==> src/rtl/router_pkg.sv <==
// Shared types and header helpers for the router ingress path.
// Optional build macro honoured by router_ingress_fsm: ROUTER_LEN_CHECK_EN.
package router_pkg;

    localparam int DEF_DATA_W    = 8;
    localparam int DEF_ADDR_W    = 2;
    localparam int DEF_NUM_PORTS = 3;
    localparam int LEN_W         = DEF_DATA_W - DEF_ADDR_W;

    typedef enum logic [2:0] {
        DECODE_ADDRESS,
        WAIT_TILL_EMPTY,
        LOAD_FIRST_DATA,
        LOAD_DATA,
        FIFO_FULL_STATE,
        CHECK_PARITY,
        DISCARD
    } state_t;

    // Field helpers take widths as arguments so they serve any parameterisation.
    function automatic int unsigned field_dest(input logic [31:0] hdr, input int unsigned addr_w);
        return hdr & ((32'd1 << addr_w) - 32'd1);
    endfunction

    function automatic int unsigned field_len(input logic [31:0] hdr, input int unsigned addr_w);
        return hdr >> addr_w;
    endfunction

    function automatic logic is_valid_dest(input int unsigned dest, input int unsigned num_ports);
        return dest < num_ports;
    endfunction

endpackage

==> src/rtl/router_parity_acc.sv <==
// Running XOR parity register: load with the header, fold in payload bytes,
// compare against the received parity byte.
module router_parity_acc #(
    parameter int DATA_W = 8
) (
    input  logic              clk,
    input  logic              rst,
    input  logic              clear,
    input  logic              load,
    input  logic              acc_en,
    input  logic [DATA_W-1:0] din,
    input  logic [DATA_W-1:0] cmp_val,
    output logic              mismatch
);

    logic [DATA_W-1:0] acc_reg;

    always_ff @(posedge clk) begin
        if (rst || clear) begin
            acc_reg <= '0;
        end else if (load) begin
            acc_reg <= din;
        end else if (acc_en) begin
            acc_reg <= acc_reg ^ din;
        end
    end

    assign mismatch = (acc_reg != cmp_val);

endmodule

==> src/rtl/router_ingress_fsm.sv <==
// Packet ingress parser/steering FSM feeding the per-destination FIFOs.
// Define ROUTER_LEN_CHECK_EN to also flag payload-length mismatches in err.
module router_ingress_fsm
    import router_pkg::*;
#(
    parameter int DATA_W    = DEF_DATA_W,
    parameter int ADDR_W    = DEF_ADDR_W,
    parameter int NUM_PORTS = DEF_NUM_PORTS
) (
    input  logic                 clk,
    input  logic                 rst,
    input  logic                 pkt_valid,
    input  logic [DATA_W-1:0]    data_in,
    input  logic [NUM_PORTS-1:0] fifo_full,
    input  logic [NUM_PORTS-1:0] fifo_empty,
    input  logic [NUM_PORTS-1:0] soft_rst,
    output logic                 busy,
    output logic [NUM_PORTS-1:0] wr_en,
    output logic                 lfd_state,
    output logic [DATA_W-1:0]    data_out,
    output logic                 err
);

    localparam int CNT_W = DATA_W - ADDR_W;

    state_t            state_reg, state_next;
    logic [DATA_W-1:0] hdr_reg, hdr_next;
    logic [DATA_W-1:0] par_reg, par_next;
    logic              err_reg, err_next;

    logic [ADDR_W-1:0]    in_dest, hdr_dest;
    logic [NUM_PORTS-1:0] in_sel, hdr_sel;
    logic                 in_dest_ok, cur_empty, cur_full, soft_hit;
    logic                 acc_clear, acc_load, acc_xor, par_mismatch, len_err;
    logic                 cnt_clr, cnt_inc;

    assign in_dest    = ADDR_W'(field_dest(32'(data_in), ADDR_W));
    assign hdr_dest   = ADDR_W'(field_dest(32'(hdr_reg), ADDR_W));
    assign in_dest_ok = is_valid_dest(32'(in_dest), 32'(NUM_PORTS));

    // One-hot port selects; an out-of-range dest decodes to all zeros.
    for (genvar gi = 0; gi < NUM_PORTS; gi++) begin : g_sel
        assign in_sel[gi]  = (in_dest == ADDR_W'(gi));
        assign hdr_sel[gi] = (hdr_dest == ADDR_W'(gi));
    end

    assign cur_empty = |(fifo_empty & hdr_sel);
    assign cur_full  = |(fifo_full & hdr_sel);
    assign soft_hit  = |(soft_rst & hdr_sel);

    router_parity_acc #(.DATA_W(DATA_W)) u_parity (
        .clk      (clk),
        .rst      (rst),
        .clear    (acc_clear),
        .load     (acc_load),
        .acc_en   (acc_xor),
        .din      (data_in),
        .cmp_val  (par_reg),
        .mismatch (par_mismatch)
    );

`ifdef ROUTER_LEN_CHECK_EN
    logic [CNT_W-1:0] cnt_reg;

    always_ff @(posedge clk) begin
        if (rst || cnt_clr) begin
            cnt_reg <= '0;
        end else if (cnt_inc) begin
            cnt_reg <= cnt_reg + CNT_W'(1);
        end
    end

    assign len_err = (cnt_reg != CNT_W'(field_len(32'(hdr_reg), ADDR_W)));
`else
    logic unused_cnt;
    assign unused_cnt = cnt_clr ^ cnt_inc;
    assign len_err    = 1'b0;
`endif

    always_ff @(posedge clk) begin
        if (rst) begin
            state_reg <= DECODE_ADDRESS;
            hdr_reg   <= '0;
            par_reg   <= '0;
            err_reg   <= 1'b0;
        end else begin
            state_reg <= state_next;
            hdr_reg   <= hdr_next;
            par_reg   <= par_next;
            err_reg   <= err_next;
        end
    end

    always_comb begin
        state_next = state_reg;
        hdr_next   = hdr_reg;
        par_next   = par_reg;
        err_next   = err_reg;
        busy       = 1'b0;
        wr_en      = '0;
        lfd_state  = 1'b0;
        data_out   = '0;
        acc_clear  = 1'b0;
        acc_load   = 1'b0;
        acc_xor    = 1'b0;
        cnt_clr    = 1'b0;
        cnt_inc    = 1'b0;

        case (state_reg)
            DECODE_ADDRESS: begin
                if (pkt_valid) begin
                    hdr_next = data_in;
                    acc_load = 1'b1;
                    cnt_clr  = 1'b1;
                    if (!in_dest_ok)
                        state_next = DISCARD;
                    else if (|(fifo_empty & in_sel))
                        state_next = LOAD_FIRST_DATA;
                    else
                        state_next = WAIT_TILL_EMPTY;
                end
            end
            WAIT_TILL_EMPTY: begin
                busy = 1'b1;
                if (cur_empty)
                    state_next = LOAD_FIRST_DATA;
            end
            LOAD_FIRST_DATA: begin
                busy       = 1'b1;
                lfd_state  = 1'b1;
                wr_en      = hdr_sel;
                data_out   = hdr_reg;
                state_next = LOAD_DATA;
            end
            LOAD_DATA: begin
                data_out = data_in;
                if (cur_full) begin
                    // Stall the source; the held byte is written on return.
                    busy       = 1'b1;
                    state_next = FIFO_FULL_STATE;
                end else begin
                    wr_en = hdr_sel;
                    if (pkt_valid) begin
                        acc_xor = 1'b1;
                        cnt_inc = 1'b1;
                    end else begin
                        par_next   = data_in;
                        state_next = CHECK_PARITY;
                    end
                end
            end
            FIFO_FULL_STATE: begin
                busy = 1'b1;
                if (!cur_full)
                    state_next = LOAD_DATA;
            end
            CHECK_PARITY: begin
                busy       = 1'b1;
                err_next   = par_mismatch | len_err;
                state_next = DECODE_ADDRESS;
            end
            DISCARD: begin
                if (!pkt_valid)
                    state_next = DECODE_ADDRESS;
            end
            default: state_next = DECODE_ADDRESS;
        endcase

        // A flush of the target FIFO abandons the packet and drops this cycle's write.
        if (soft_hit && state_reg != DECODE_ADDRESS && state_reg != DISCARD) begin
            state_next = DISCARD;
            wr_en      = '0;
            lfd_state  = 1'b0;
            err_next   = err_reg;
            par_next   = par_reg;
            acc_xor    = 1'b0;
            acc_clear  = 1'b1;
            cnt_inc    = 1'b0;
        end
    end

    assign err = err_reg;

endmodule
==> config.mk <==
export PLATFORM = sky130hd
export DESIGN_NAME = router_ingress_fsm
export DESIGN_NICKNAME = d
export VERILOG_FILES = /design/src/rtl/router_pkg.sv /design/src/rtl/router_parity_acc.sv /design/src/rtl/router_ingress_fsm.sv
export SDC_FILE = /design/constraint.sdc
export NUM_CORES = 1
export LEC_CHECK = 0
export CAP_MARGIN = 20
export CELL_PAD_IN_SITES_DETAIL_PLACEMENT = 1
export CELL_PAD_IN_SITES_GLOBAL_PLACEMENT = 1
export CORE_MARGIN = 3
export CORE_UTILIZATION = 40
export DETAILED_ROUTE_END_ITERATION = 12
export MAX_ROUTING_LAYER = met4
export PLACE_DENSITY_LB_ADDON = 0.25
export SYNTH_ARGS = -nofsm -noshare
export SYNTH_HDL_FRONTEND = slang
export SYNTH_SLANG_ARGS = --single-unit
==> constraint.sdc <==
create_clock -name clk -period 4.05 [get_ports clk]
set_input_delay 0.81 -clock clk [delete_from_list [all_inputs] [get_ports clk]]
set_output_delay 0.81 -clock clk [all_outputs]
set_load 0.01 [all_outputs]
### Yosys cells after proc, flatten, opt, wreduce, memory -nomap -nowiden

Index checks and enable logic that the tools add are counted.

| storage, ports and cells | value |
|---|---|
| bits in registers | 28 |
| latch bits | 0 |
| RAM bits | 0 |
| memory bits (read-only) | 0 |
| memories | 0 |

| operators by class | value |
|---|---|
| add/subtract/negate cells | 0 |
| multipliers | 0 |
| divide/modulo/power cells | 0 |
| magnitude comparators | 1 |
| equality and inequality tests | 22 |
| shift operators | 0 |
| muxes and demuxes | 26 |
| bitwise operators | 8 |
| reduce and logical (&&, ||, !) cells | 19 |

Operator list:

| operator | number |
|---|---|
| $mux 3 | 10 |
| $ne 3x3->1 const B | 6 |
| $pmux 3 s6 | 1 |
| $mux 8 | 2 |
| $pmux 8 s2 | 1 |
| $and 3x3->3 | 4 |
| $reduce_or 3->1 | 4 |
| $reduce_and 5->1 | 2 |
| $eq 3x3->1 const B | 3 |
| $mux 1 | 9 |
| $ne 2x2->1 const B | 4 |
| $ne 8x8->1 | 1 |
| $xor 8x8->8 | 1 |
| $eq 3x2->1 const B | 2 |
| $pmux 3 s2 | 1 |
| $eq 2x1->1 const B | 2 |
| $eq 2x2->1 const B | 2 |
| $logic_not 2->1 | 2 |
| $ne 4x4->1 const B | 1 |
| $reduce_and 2->1 | 2 |
| $reduce_and 4->1 | 1 |
| $reduce_or 4->1 | 1 |
| $eq 3x1->1 const B | 1 |
| $logic_not 3->1 | 1 |
| 9 further kinds | 12 |

### Depth between registers and ports, before layout

Gate-level depths: netlist (run 1).

| logic depth | value |
|---|---|
| depth after elaboration | 8 |
| mapped depth | 8 |
| gate-level depth less buffers | 5 |

### Cells and area by module

Synthesis (run 1) repeated with hierarchy kept, for this count alone.

| second synthesis, totals | value |
|---|---|
| cell total of the unflattened synthesis | 220 |
| area total of the unflattened synthesis | 1746.7 um^2 |

Modules (own cells, without submodules):

| module | times used | cells each | area each (um^2) | seq. area each (um^2) |
|---|---|---|---|---|
| router_ingress_fsm | 1 | 157 | 1251.2 | 400.4 |
| router_parity_acc | 1 | 63 | 495.5 | 160.2 |

### Worst setup path before layout (run 1)

No wires, ideal clock.

| timing | value |
|---|---|
| kind | input to output |
| start | input port fifo_full[2] |
| end | output port wr_en[1] |
| arrival | 1.790 ns |
| required time | 3.240 ns |
| slack | 1.450 ns |
| stages | 4 |
| path buffers | 0 |
| cell sequence | mux2i_1 -> o21ai_0 -> a211o_1 -> nor3b_1 |

| between the ends | value |
|---|---|
| cells in the longest elaborated chain, start to end | 5 |

Ends and longest elaborated chain:

| what | RTL line | source |
|---|---|---|
| start, declared | router_ingress_fsm.sv:14 | `input logic [NUM_PORTS-1:0] fifo_full,` |
| $and 3x3->3 | router_ingress_fsm.sv:48 | `assign cur_full = \|(fifo_full & hdr_sel);` |
| $reduce_or 3->1 | router_ingress_fsm.sv:48 |  |
| $mux 3 | router_ingress_fsm.sv:137 | `if (cur_full) begin` |
| $pmux 3 s2 | router_ingress_fsm.sv:109 | `case (state_reg)` |
| $mux 3 | router_ingress_fsm.sv:170 | `if (soft_hit && state_reg != DECODE_ADDRESS && state_reg != DISCARD) begin` |
| end, declared | router_ingress_fsm.sv:18 | `output logic [NUM_PORTS-1:0] wr_en,` |

No other way between the ends.

### Worst setup path in the final report (run 1)

Ends and elaborated chain as after synthesis.

==> results of run 1 <==
## path summary, 6_finish.rpt
| check | slack [ps] | startpoint | cells after the start | endpoint |
|---|---|---|---|---|
| worst min register to register | 460 | hdr_reg[6] | 2 | hdr_reg[6] |
| worst max-delay path | 470 | fifo_full[2] | 6 | wr_en[1] |
| worst max register to register | 1420 | state_reg[0] | 5 | u_parity.acc_reg[0] |
| worst min-delay path | 460 | hdr_reg[6] | 2 | hdr_reg[6] |
## area by class of cell
type	count	area, µm²	area share (%)
clock buffer	3	41.29	2.001
sequential	28	560.5	27.17
multi-input combinational	151	996.0	48.27
inverter	10	37.54	1.819
tap	48	60.06	2.911
clock inverter	1	30.03	1.455
timing repair buffer	34	337.8	16.37
## tightest hold or removal path, stage by stage (launching register included)
cell and delay (ps):
dfxtp_1 320, nand2_1 50, a21oi_1 50
## stage by stage
stage	worst slack, ps	cell area (µm²)	hold slack, ps	total power (µW)	util [%]
after CTS	479.5	2063	464.1	1139	53.54
after floorplan	1450	1680	435.7	745.7	-
after detailed placement	485.4	1992	449.6	916.1	51.69
final	473.0	2063	464.1	1134	53.54
after global routing	221.9	2063	486.2	1220	53.54
after global placement	559.4	1992	441.5	895.5	51.69
## power by group
| part | switching (µW) | total (µW) | internal [µW] |
|---|---|---|---|
| registers | 106 | 424 | 319 |
| logic | 263 | 490 | 227 |
| clock network | 86.8 | 219 | 132 |
| total | 455 | 1130 | 678 |
## placed cells by master, fill, tap and decap left out, types with 2 or more instances in the layout
cell type and instances:
and2_1 3, o21ai_0 3, or3_1 2, nor4_1 2, o31a_1 7, a221oi_1 2
nor3_1 4, xor2_1 8, o31ai_1 2, mux2i_1 19, nor3b_1 2, clkdlybuf4s50_1 33
dfxtp_1 28, nand2_1 20, inv_1 10, nand3_1 2, nand3b_1 2, nor2_1 18
o211ai_1 10, clkbuf_8 3, a21oi_1 22, a311oi_1 2, nand2b_1 5
## metal layers
| layer | vias up | routed length (µm) |
|---|---|---|
| met5 | - | 0 |
| met4 | 0 | 66 |
| met3 | 6 | 152 |
| met2 | 34 | 2278 |
| met1 | 782 | 2246 |
| li1 | 779 | - |
## cells by family (layout without fill, tap and decap cells)
family / Yosys count / count (layout)
DFF: 28 / 28
buffers and inverters: 27 / 48
and+or+nand+nor: 66 / 66
xor gates and xnor gates: 8 / 8
AOI/OAI and AO/OA: 57 / 57
muxes: 20 / 20
==> metrics, run 1 <==
status=finished clean; Critical-path top delay cell=clkdlybuf4s50_1; area leader, netlist=dfxtp_1; total gr overflow=0; Final Critical Period=3577 ps; CTS tree=done; Hold Path Class=register to register; Main synth FF type=dfxtp_1; largest net degree at the start of global routing=23; area share of the largest cell type after synthesis=33.36%; total CTS buffers=3; Post-Synth XOR/XNOR Area=4.170%; CP Data Required Time=3240 ps; GRT busiest layer=met2; Clk Tree Root Cell=clkbuf_8; Synth Net Count=226; Post-Place Cells=271; Crit path top cell by count=clkdlybuf4s50_1; Fin. Hold Viols=0; CP max FO=3; Simple-Gate Fraction of Synth Area=20.18%; clock skew=7.427 ps; hold buffers post-CTS=0; Pwr per Cell Area=549.5 nW/µm²; compound-cell area share of the yosys netlist=22.93%; RSZ-0062 raised after global routing=false; Area contributors post-synth=dfxtp_1 (33%), mux2i_1 (11%), a21oi_1 (6.6%); Setup crit end kind=primary output; most common cell in the netlist=dfxtp_1; DR iter-0 viols=109; max incr delay on CP=570 ps; post-synthesis async set-or-reset flop share=0%; syn_area_per_cell=8.157 µm²; Max-Cap Viols=0; core area=3854 µm²; setup TNS=0 ps; total track usage=20.30%; Final Wtd Congestion=0.8964; initial antenna violation count=0; Seq cells post-synth=28; Die X=70.82 µm; slew margin rel.=31.40%; cells after synthesis=206; Initial Util=43.60%; Cell Area, Synth=1680 µm²; Die Height=70.82 µm; Unique masters post-synth=42; Fmax=279.6 MHz; synth cell count leaders=dfxtp_1 (28), a21oi_1 (22), nand2_1 (20), mux2i_1 (19), nor2_1 (18); EDFF count, synth=0; worst path cell trace=clkdlybuf4s50_1 -> mux2i_1 -> o21ai_0 -> a211o_1 -> nor3b_1 -> clkdlybuf4s50_1; DRC Markers=0; share of cells above drive strength 1=3.524%; WP buf/inv=2; fin nets=248; post-cts sizing count=0; grt met1 use=26.33%; Setup CP Type=input port to primary output; vias per cell=5.822; Final setup violation count=0; VDD IR-drop max=229.9 µV; synthesis warning total=0; Leak Pwr=0.0007382 µW; first-pass GRT wire length=8073 µm; Crit path max-delay family=buffers and inverters; # Post-CTS Setup Buffers=0; final-layout fill cell count=446; Max Root-Sink Buffers=2; TritonCTS Sinks=28; Layout Cells excl Fill=275; vias=1601; htree depth=1; CP Launch Type=input port; met2 Track Usage GR=32.75%; fin crit share=88.32%; Total Die Area=5015 µm²; # rows=22; Clock Latency Late Sink=280 ps; number of inserted diodes=0; largest family of logic cells by synthesized area=compound AO/OA/AOI/OAI gates; Ports=34; Final Max Tran Viols=0; Worst Max-Slew Pin Slew=1028 ps; Antenna Violating Nets Remaining=0; dpl hpwl=3293 µm; Area Growth Syn to Fin=22.78%; worst endpoint data arrival time=2770 ps; DR WL/cell=17.25 µm; Worst-path clk slew=100 ps; Post-Route WL=4743 µm; Buffers on Ports=33; register area share after synthesis=33.36%; adder-cell area share of the yosys netlist=0%; vias in the first global route=1588; post-synthesis mux area share=11.99%; drt first pass iters=4; GR Layer Usage met3=2.699%
Power figures use the tool's default switching activity.
==> run 2: changes to the inputs <==
--- a/config.mk
+++ b/config.mk
@@ -5,14 +5,17 @@
 export SDC_FILE = /design/constraint.sdc
 export NUM_CORES = 1
 export LEC_CHECK = 0
+export ABC_CLOCK_PERIOD_IN_PS = 4050
 export CAP_MARGIN = 20
 export CELL_PAD_IN_SITES_DETAIL_PLACEMENT = 1
 export CELL_PAD_IN_SITES_GLOBAL_PLACEMENT = 1
 export CORE_MARGIN = 3
 export CORE_UTILIZATION = 40
 export DETAILED_ROUTE_END_ITERATION = 12
+export GPL_TIMING_DRIVEN = 0
 export MAX_ROUTING_LAYER = met4
 export PLACE_DENSITY_LB_ADDON = 0.25
+export SLEW_MARGIN = 15
 export SYNTH_ARGS = -nofsm -noshare
 export SYNTH_HDL_FRONTEND = slang
 export SYNTH_SLANG_ARGS = --single-unit
==> metrics, run 2 (synthesis gave the netlist of run 1 again) <==
status=finished clean; register-to-register setup slack=1820 ps; Area Growth Syn to Fin=26.88%; total track usage=21.04%; CP Data Required Time=3240 ps; CP Launch Type=input port; Crit path top cell by count=clkdlybuf4s50_1; Pwr per Cell Area=552.8 nW/µm²; Sw Pwr=476.8 µW; setup ws final=437.7 ps; Post-Route WL=4996 µm; DP Worst Slack=447.0 ps; Initial Util=43.60%; htree depth=1; CTS tree=done; DRC Markers=0; Final Critical Period=3612 ps; slew margin rel.=44.97%; Placed Area=2061 µm²; final-layout fill cell count=489; Critical-path top delay cell=clkdlybuf4s50_1; DR WL/cell=17.23 µm; Final Max Tran Viols=0; most common cell after layout, fill and taps aside=clkdlybuf4s50_1; Final Wtd Congestion=0.8389; Clock Latency Late Sink=280 ps; Clk Tree Root Cell=clkbuf_8; hold buffers post-CTS=0; CP max FO=3; vias per cell=5.766; share of cells above drive strength 1=5.372%; # rows=22; core area=3854 µm²; VDD IR-drop max=233.8 µV; Reg power frac=29.6%; vias in the first global route=1700; setup TNS=0 ps; fin crit share=89.19%; Die X=70.82 µm; total CTS buffers=3; Die Height=70.82 µm; Worst Max-Slew Pin Slew=819.3 ps; Total Die Area=5015 µm²; vias=1672; initial antenna violation count=0; Hold Path Class=register to register; clock skew=5.993 ps; post-cts sizing count=0; RSZ-0062 raised after global routing=false; Setup crit end kind=primary output; Max-Cap Viols=0; TritonCTS Sinks=28; Clock power frac=19.0%; Fin. Hold Viols=0; DR iter-0 viols=61; Antenna Violating Nets Remaining=0; number of inserted diodes=0; max incr delay on CP=570 ps; drt first pass iters=4; worst path cell trace=clkdlybuf4s50_1 -> mux2i_1 -> o21ai_0 -> a211o_1 -> nor3b_1 -> clkdlybuf4s50_1; Gate power share=51.4%; most frequent cells in the layout=clkdlybuf4s50_1 (32), dfxtp_1 (28), a21oi_1 (22); Setup CP Type=input port to primary output; total gr overflow=0; Int Power=701.8 µW; final core utilization=55.32%; Ports=34; fin area=2132 µm²; first-pass GRT wire length=8349 µm; switch share=40.46%; Leak Pwr=0.0007714 µW; fin nets=263; dpl hpwl=3658 µm; Fmax=276.8 MHz; Final Power=1179 µW; Worst-path clk slew=100 ps; worst endpoint data arrival time=2800 ps; Max Root-Sink Buffers=2; # Post-CTS Setup Buffers=0; largest net degree at the start of global routing=17; Final setup violation count=0; Buffers on Ports=32
==> run 2: cell count changes in the layout (fill, tap and decap cells not counted), sizes merged <==
| cell | previous run | this run |
|---|---|---|
| buf | 1 | 7 |
| clkdlybuf4s50 | 33 | 32 |
| clkbuf | 3 | 13 |
==> run 2: routing by layer <==
| metal | part of all wire [%] | wire, µm | track usage [%] |
|---|---|---|---|
| met5 | 0 | 0 | - |
| met4 | 1.4 | 70 | 5.637 |
| met3 | 3.0 | 148 | 1.989 |
| met2 | 47 | 2367 | 33.78 |
| met1 | 48 | 2409 | 28.34 |
==> run 2: final timing paths <==
kind	startpoint	end	cells after the start
worst max-delay path	fifo_full[2]	wr_en[1]	6
worst min-delay path	hdr_reg[3]	hdr_reg[3]	2
worst max register to register	hdr_reg[1]	par_reg[1]	7
worst min register to register	hdr_reg[3]	hdr_reg[3]	2
==> run 2: power by group through the flow <==
stage               combinational (µW)  sequential, µW  clock [µW]
floorplan                          398             348           0
global placement                   589             353           0
detailed placement                 602             355           0
CTS                                607             349         225
global route                       666             356         237
finish                             605             349         224
==> run 2: critical path, delay by kind of cell <==
family          cells  cell delay [ps]
compound gates      2              590
simple gates        1              210
buf+inv             2              970
mux                 1              230
==> run 2: area by class of cell <==
| cell class | instances | area [µm²] | share of cell area [%] |
|---|---|---|---|
| inverter | 10 | 37.54 | 1.761 |
| clock buffer | 3 | 41.29 | 1.937 |
| clock inverter | 1 | 30.03 | 1.408 |
| buffer | 17 | 86.33 | 4.049 |
| tap | 48 | 60.06 | 2.817 |
| multi-input combinational | 151 | 996.0 | 46.71 |
| sequential | 28 | 560.5 | 26.29 |
| timing repair buffer | 32 | 320.3 | 15.02 |
==> run 2: per-stage QoR <==
step,cells,hold slack [ps]
final,290,464.1
after global routing,290,489.5
after CTS,290,466.7
after detailed placement,286,451.9
after global placement,286,444.4
after floorplan,206,435.7
==> run 3: changes to the inputs <==
--- a/config.mk
+++ b/config.mk
@@ -5,12 +5,11 @@
 export SDC_FILE = /design/constraint.sdc
 export NUM_CORES = 1
 export LEC_CHECK = 0
+export ABC_AREA = 1
 export ABC_CLOCK_PERIOD_IN_PS = 4050
 export CAP_MARGIN = 20
-export CELL_PAD_IN_SITES_DETAIL_PLACEMENT = 1
-export CELL_PAD_IN_SITES_GLOBAL_PLACEMENT = 1
 export CORE_MARGIN = 3
-export CORE_UTILIZATION = 40
+export CORE_UTILIZATION = 46
 export DETAILED_ROUTE_END_ITERATION = 12
 export GPL_TIMING_DRIVEN = 0
 export MAX_ROUTING_LAYER = met4
==> metrics, run 3 <==
core area=3442 µm²; clock skew=6.921 ps; DRC Markers=0; TritonCTS Sinks=28; Die X=66.82 µm; Unique masters post-synth=26; Final Wtd Congestion=0.9404; initial antenna violation count=0; Max-Cap Viols=0; Worst-path clk slew=100 ps; cells after synthesis=250; Initial Util=49.44%; Buffers on Ports=33; worst endpoint data arrival time=2580 ps; Cell Area, Synth=1702 µm²; Setup CP Type=input port to primary output; most frequent cells in the layout=nand2_1 (37), clkdlybuf4s50_1 (33), inv_1 (31); largest net degree at the start of global routing=17; status=finished clean; share of cells above drive strength 1=9.408%; drt first pass iters=4; Antenna Violating Nets Remaining=0; hold buffers post-CTS=0; Final setup violation count=0; area leader, netlist=dfxtp_1; Post-Place Cells=329; slew margin rel.=62.84%; Final Critical Period=3393 ps; Leak Pwr=0.0009416 µW; EDFF count, synth=0; first-pass GRT wire length=7265 µm; Total Die Area=4465 µm²; synth cell count leaders=nand2_1 (37), inv_1 (31), dfxtp_1 (28), a21oi_1 (25), o21ai_0 (24); DR WL/cell=13.04 µm; CTS tree=done; CP max FO=5; # rows=21; vias=1725; Clock Latency Late Sink=280 ps; Placed Area=2090 µm²; DR iter-0 viols=130; Final Max Tran Viols=0; Max Root-Sink Buffers=2; synthesis warning total=0; htree depth=1; VDD IR-drop max=271.6 µV; Setup crit end kind=primary output; Pwr per Cell Area=580.5 nW/µm²; Post-Route WL=4343 µm; Hold Path Class=register to register; Area contributors post-synth=dfxtp_1 (33%), xor2_1 (8.2%), nand2_1 (8.2%); dpl hpwl=3202 µm; most common cell after layout, fill and taps aside=nand2_1; setup TNS=0 ps; post-synthesis async set-or-reset flop share=0%; CP Launch Type=input port; Die Height=66.82 µm; most common cell in the netlist=nand2_1; post-cts sizing count=0; total CTS buffers=3; fin area=2161 µm²; RSZ-0062 raised after global routing=false; vias per cell=5.180; Clk Tree Root Cell=clkbuf_8; Fmax=294.8 MHz; total gr overflow=0; total track usage=21.60%; # Post-CTS Setup Buffers=0; register area share after synthesis=32.94%; number of inserted diodes=0; syn_area_per_cell=6.807 µm²; fin nets=308; Ports=34; Fin. Hold Viols=0; final core utilization=62.78%; Seq cells post-synth=28; CP Data Required Time=3240 ps; Synth Net Count=270; vias in the first global route=1616; Worst Max-Slew Pin Slew=557.5 ps; fin crit share=83.77%; Area Growth Syn to Fin=26.99%; area share of the largest cell type after synthesis=32.94%; Layout Cells excl Fill=333; Main synth FF type=dfxtp_1
==> run 3: per-layer routing <==
layer / vias to the layer above / global-route usage [%] / share of wire [%]
met5: - / - / 0
met1: 771 / 26.21 / 46
met4: 0 / 8.629 / 1.2
met3: 7 / 3.373 / 6.8
li1: 893 / - / -
met2: 54 / 35.77 / 46
==> run 3: area by class of cell <==
type	instances	area, µm²
sequential	28	560.5
inverter	38	142.6
timing repair buffer	33	330.3
tap	46	57.56
clock buffer	3	41.29
clock inverter	1	30.03
multi-input combinational	174	937.1
fill	344	1281
buffer	10	61.31
==> run 3: worst paths after layout <==
path	startpoint	end	slack, ps	cells past startpoint
max	fifo_full[1]	wr_en[1]	660	9
min	hdr_reg[4]	hdr_reg[4]	460	2
max reg2reg	hdr_reg[0]	par_reg[5]	2490	8
min reg2reg	hdr_reg[4]	hdr_reg[4]	460	2
==> run 3: worst max-delay path: stages <==
cell,delay (ps)
clkdlybuf4s50_1,390
nand3_1,80
nand3_1,130
inv_2,150
nand2_1,80
nand2_1,80
inv_1,60
nor4_1,200
clkdlybuf4s50_1,590
==> run 3: logic make-up (layout without fill, tap and decap cells) <==
kind of cell | count (synthesis) | count (layout) | synth area share (%)
simple gates | 95 | 95 | 27.13
compound gates | 63 | 63 | 19.71
buf+inv | 48 | 85 | 11.98
flops | 28 | 28 | 32.94
xor+xnor | 16 | 16 | 8.235
==> run 3: through the flow <==
stage | total power (µW) | setup WS [ps] | hold WS, ps
finish | 1254 | 657.4 | 462.5
global route | 1357 | 481.0 | 475.3
CTS | 1257 | 657.1 | 462.9
detailed placement | 1035 | 658.7 | 448.8
global placement | 1026 | 685.3 | 439.6
floorplan | 828.0 | 1605 | 429.8
==> run 3: power by group <==
group | leakage [µW] | switching [µW] | internal [µW]
sequential | 0.000228 | 53.1 | 332
clock | 0.0000357 | 92.3 | 133
combinational | 0.000677 | 383 | 261
